===== src/rtl/button_command_scheduler.sv =====
// Turns debounced front-panel button ticks into pipeline configuration commands:
// round-robin grant, mode/zoom arithmetic, valid/ready issue, completion wait with timeout.
module button_command_scheduler #(
    parameter int NUM_MODES = 4,
    parameter int MODE_W    = 2,
    parameter int ZOOM_MAX  = 3,
    parameter int ZOOM_W    = 2,
    parameter int TIMEOUT   = 1000000
) (
    input  logic              clk,
    input  logic              rst,
    input  logic              tick_next,
    input  logic              tick_prev,
    input  logic              tick_zin,
    input  logic              tick_zout,
    input  logic              cmd_ready,
    input  logic              proc_done,
    input  logic              err_clr,
    output logic              cmd_valid,
    output logic [1:0]        cmd_code,
    output logic [MODE_W-1:0] cmd_mode,
    output logic [ZOOM_W-1:0] cmd_zoom,
    output logic [MODE_W-1:0] mode,
    output logic [ZOOM_W-1:0] zoom,
    output logic              busy,
    output logic              drop_err,
    output logic              timeout_err
);
    localparam int TW = $clog2(TIMEOUT + 1);

    typedef enum logic [1:0] {IDLE, ISSUE, WAIT_DONE} state_t;

    state_t            state;
    logic [3:0]        pending, ticks, clr;
    logic [1:0]        rr_ptr, grant, idx;
    logic              found, take, noop, drop_now, to_now;
    logic [TW-1:0]     timer;
    logic [MODE_W-1:0] mode_nx;
    logic [ZOOM_W-1:0] zoom_nx;

    assign ticks = {tick_zout, tick_zin, tick_prev, tick_next};
    assign busy  = (state != IDLE);

    // First pending bit at or after rr_ptr, wrapping modulo 4.
    always_comb begin
        grant = '0;
        found = 1'b0;
        idx   = '0;
        for (int i = 0; i < 4; i++) begin
            idx = rr_ptr + 2'(i);
            if (!found && pending[idx]) begin
                found = 1'b1;
                grant = idx;
            end
        end
    end

    // Untouched field carries the committed value; saturated zoom is a no-op.
    always_comb begin
        mode_nx = mode;
        zoom_nx = zoom;
        noop    = 1'b0;
        case (grant)
            2'd0: mode_nx = (mode == MODE_W'(NUM_MODES - 1)) ? '0 : mode + 1'b1;
            2'd1: mode_nx = (mode == '0) ? MODE_W'(NUM_MODES - 1) : mode - 1'b1;
            2'd2: if (zoom == ZOOM_W'(ZOOM_MAX)) noop = 1'b1; else zoom_nx = zoom + 1'b1;
            default: if (zoom == '0) noop = 1'b1; else zoom_nx = zoom - 1'b1;
        endcase
    end

    assign take     = (state == IDLE) && found;
    assign clr      = take ? (4'b0001 << grant) : 4'b0000;
    assign drop_now = |(ticks & pending & ~clr);
    assign to_now   = (state == WAIT_DONE) && !proc_done && (timer == TW'(TIMEOUT - 1));

    always_ff @(posedge clk or posedge rst) begin
        if (rst) begin
            state       <= IDLE;
            pending     <= '0;
            rr_ptr      <= '0;
            timer       <= '0;
            cmd_valid   <= 1'b0;
            cmd_code    <= '0;
            cmd_mode    <= '0;
            cmd_zoom    <= '0;
            mode        <= '0;
            zoom        <= '0;
            drop_err    <= 1'b0;
            timeout_err <= 1'b0;
        end else begin
            // A new tick beats a same-cycle grant clear of its bit.
            pending <= (pending & ~clr) | ticks;

            if (drop_now)     drop_err <= 1'b1;
            else if (err_clr) drop_err <= 1'b0;

            if (to_now)       timeout_err <= 1'b1;
            else if (err_clr) timeout_err <= 1'b0;

            case (state)
                IDLE: begin
                    if (take) begin
                        rr_ptr <= grant + 2'd1;
                        if (!noop) begin
                            cmd_code  <= grant;
                            cmd_mode  <= mode_nx;
                            cmd_zoom  <= zoom_nx;
                            cmd_valid <= 1'b1;
                            state     <= ISSUE;
                        end
                    end
                end
                ISSUE: begin
                    if (cmd_ready) begin
                        mode      <= cmd_mode;
                        zoom      <= cmd_zoom;
                        cmd_valid <= 1'b0;
                        timer     <= '0;
                        state     <= WAIT_DONE;
                    end
                end
                WAIT_DONE: begin
                    if (proc_done || to_now) state <= IDLE;
                    else                     timer <= timer + 1'b1;
                end
                default: state <= IDLE;
            endcase
        end
    end
endmodule


===== config.mk =====
export PLATFORM = sky130hd
export DESIGN_NAME = button_command_scheduler
export DESIGN_NICKNAME = d
export VERILOG_FILES = /design/src/rtl/button_command_scheduler.sv
export SDC_FILE = /design/constraint.sdc
export NUM_CORES = 1
export LEC_CHECK = 0
export BUFFER_PORTS_ARGS = -buffer_cell sky130_fd_sc_hd__buf_4
export CAP_MARGIN = 30
export CORE_ASPECT_RATIO = 0.8
export CORE_MARGIN = 3
export CORE_UTILIZATION = 58
export CTS_CLUSTER_SIZE = 10
export DETAILED_ROUTE_END_ITERATION = 16
export PLACE_DENSITY_LB_ADDON = 0.08
export SLEW_MARGIN = 10
export SYNTH_ARGS = -nofsm -noshare
export SYNTH_HDL_FRONTEND = slang
export SYNTH_SLANG_ARGS = --single-unit

===== constraint.sdc =====
create_clock -name clk -period 3.55 [get_ports clk]
set_input_delay 0.71 -clock clk [delete_from_list [all_inputs] [get_ports clk]]
set_output_delay 0.71 -clock clk [all_outputs]
set_load 0.005 [all_outputs]

==> summary.md <==
| Metric | Value |
|---|---|
| Die area | `0.00465 sq mm` |
| Ant. Diodes | `0` |
| Capturing point of the worst reg2reg path | `cmd_code[1]` |
| Period Utilization, post-route | `about four fifths` |
| Layout cells sized above 1 | `roughly a fifth` |
| Post-synth EDFFs | `0` |
| Largest net degree at the start of global routing | `42` |
| Mapped Area | `between 0.002 and 0.0025 sq mm` |
| Most common cell after layout, fill and taps aside | `dfrtp_1` |
| Final hold vios | `0` |
| DRC violations left | `0` |
| # port buffers | `22` |
| Commonest non-fill, non-tap cells in the layout | `41 x dfrtp_1, 30 x nand2_1, 24 x buf_4, 16 x nor2_1` |
| H-tree lvl count | `2` |
| Seq. cell area | `roughly 0.0010 sq mm` |
| DRT Pass-1 Iters | `4` |
| Starting Density | `62.9%` |
| Worst setup path end | `cmd_code[1]` |
| Finish-stage setup viols | `0` |
| Hold-fix buffers at CTS | `0` |
| Clk sinks | `between 40 and 50` |
| CP startpoint | `rr_ptr[1]` |
| Mapped Cells | `about 230` |
| GR Overflow Total | `0` |
| Core area | `~0.0036 sq mm` |
| Synthesized area per cell | `roughly 9.9 sq um` |
| HP Class | `reg -> reg` |
| # rows | `19` |
| First-pass GRT wire length | `7720 um` |
| Worst slew pin tran | `~800 ps` |
| Routing usage on met3 | `under 10%` |
| CTS buffer count | `5` |
| Global Route met2 Usage | `approximately a third` |
| Register area share after synthesis | `45.8%` |
| Nets | `~270` |
| Placer Congestion | `0.846` |
| Distinct cells, synth | `51` |
| Synth warn | `0` |
| Fin cells | `about 300` |
| Die height | `roughly 62 um` |
| Final min period | `2870 ps` |
| CP max-delay cell | `nor3_2` |
| FF-to-FF path depth | `9` |
| Worst endpoint required time | `between 3000 and 4000 ps` |
| Number of global-route vias before repair | `1661` |
| Setup Buffers After CTS | `0` |
| Yosys reg bits | `between 40 and 50` |
| R2r setup slk | `roughly 680 ps` |
| Post-Route WL | `4530 um` |
| Setup clock skew after layout | `between 4 and 5 ps` |
| Initial DRC count | `~110` |
| FILL cells | `~280` |
| Ys flop type | `dfrtp_1` |
| Area of the multi-input gates | `between 0.001 and 0.0015 sq mm` |
| Syn_nets | `roughly 240` |
| Setup Slack @ Placement | `slightly above 700 ps` |
| Setup TNS | `0 ps` |
| Placed Cells incl. Taps | `between 200 and 300` |
| Clock Path Buffers | `2` |
| Ys async rst share | `100%` |
| Worst Setup Path Type | `reg -> reg` |
| Horiz. Die Dim | `~76 um` |
| GR peak layer | `met2` |
| Outcome | `completed` |
| Worst Setup End Kind | `flop` |
| Drt wl/cell | `15.4 um` |
| Min-Delay Path Depth | `1` |
| R2R Path Start | `rr_ptr[1]` |
| Slew HR | `a little under half` |
| Worst-Skew Late Latency | `approximately 300 ps` |
| CTS resizes | `0` |
| Leakage power | `~0.0012 uW` |
| Worst path arrival time | `approximately 3000 ps` |
| CP peak stage delay | `approximately 540 ps` |
| Ports | `23` |
| VDD IR max | `slightly above 0.5 mV` |
| Final Max Slew Viols | `0` |
| Area Overhead vs Synth | `13.3%` |
| Via count | `between 1.5k and 2k` |
| Crit-path cells | `mux2i_1 -> nor2_1 -> nor3_1 -> inv_1 -> ha_1 -> nand4b_1 -> o21ai_0 -> nor3_2 -> mux2_2` |
| CTS tree | `done` |
| Clk slew on worst S/H paths | `~70 ps` |
| Final Util | `71.2%` |
| Power per cell area | `734 mW/mm^2` |
| Vias/cell | `6.17` |
| Gr usage total | `between 20% and 30%` |
| Remaining antenna violation count | `0` |
| Initial antenna violation count | `0` |
| GR met1 Demand/Resource | `30.8%` |
| Post-DP HPWL | `around 3200 um` |
| Final setup margin | `679 ps` |
| Max_cap viols | `0` |
| Achievable Freq | `348 MHz` |
| Crit path max fanout | `7` |
| CTS root buf | `clkbuf_8` |
| CP Launch Type | `flop` |
| Overall power | `roughly 1900 uW` |
| RSZ-0062 raised after global routing | `false` |
## kinds of logic (layout without fill, tap and decap cells)
group | Yosys count | in the layout | share of synthesized area, %
buffers and inverters | 16 | 42 | 2.79
muxes | 17 | 17 | 7.92
and+or+nand+nor | 97 | 97 | 24.2
xor gates and xnor gates | 2 | 2 | 0.781
AOI/OAI and AO/OA | 47 | 47 | 14.7
DFF | 41 | 41 | 45.8
adders and majority gates | 7 | 7 | 3.91
## worst min path at each step
stage                      from           to  slack, ps
finish              timeout_err  timeout_err        500
global route        timeout_err  timeout_err        530
CTS                 timeout_err  timeout_err        500
detailed placement  timeout_err  timeout_err        480
global placement    timeout_err  timeout_err        470
floorplan             timer[16]    timer[16]        470
## area by class of cell
| type | count | share of cell area, % |
|---|---|---|
| Inverter | 11 | 1.63 |
| Tap cell | 42 | 2.07 |
| Sequential cell | 41 | 40.4 |
| Clock buffer | 7 | 3.40 |
| Multi-Input combinational cell | 170 | 45.4 |
| Timing Repair Buffer | 24 | 7.09 |
## Yosys cell counts, types with 4 or more instances
| cell | n | area share, % |
|---|---|---|
| a21o_1 | 4 | 1.3 |
| and3_1 | 5 | 1.4 |
| nand4_1 | 6 | 1.7 |
| nand2b_1 | 6 | 1.7 |
| nor2_1 | 16 | 2.7 |
| dfrtp_1 | 41 | 46 |
| a211oi_1 | 4 | 1.3 |
| mux2i_1 | 11 | 4.9 |
| a21oi_1 | 10 | 2.2 |
| a31oi_1 | 4 | 1.1 |
| ha_1 | 7 | 3.9 |
| inv_1 | 11 | 1.8 |
| nand2_1 | 30 | 5.0 |
| nand3_1 | 8 | 1.8 |
| mux2_2 | 6 | 3.0 |
| o21ai_0 | 7 | 1.6 |
## registers in the layout, summed over array words and instances (netlist names)
name	flops
timer	20
pending	4
cmd_code	2
cmd_mode	2
cmd_zoom	2
mode	2
rr_ptr	2
state	2
zoom	2
cmd_valid	1
drop_err	1
timeout_err	1
## worst max-delay path, delay by kind of cell, from the launching register on
family          cells  cell delay, ps
compound gates      1             130
fa+ha+maj           1             280
buf+inv             1             130
flops               1             430
mux                 2             610
simple gates        4            1160
## per-stage QoR
stage | instance area [sq um] | hold slack, ps
final | 2540 | 497
after global routing | 2540 | 532
after CTS | 2540 | 500
after detailed placement | 2450 | 480
after global placement | 2450 | 474
after floorplan | 2240 | 472
## routing by layer
layer  wire length, um  vias up
met5                 0        -
met4                86        0
met3               232       10
met2              1940       43
met1              2270      883
li1                  -      885
## where the power goes
group	internal, uW	total [uW]	switching, uW
clock	154	310	156
sequential	584	722	138
combinational	399	831	432
Note: power is estimated with default switching activity, not from simulation.
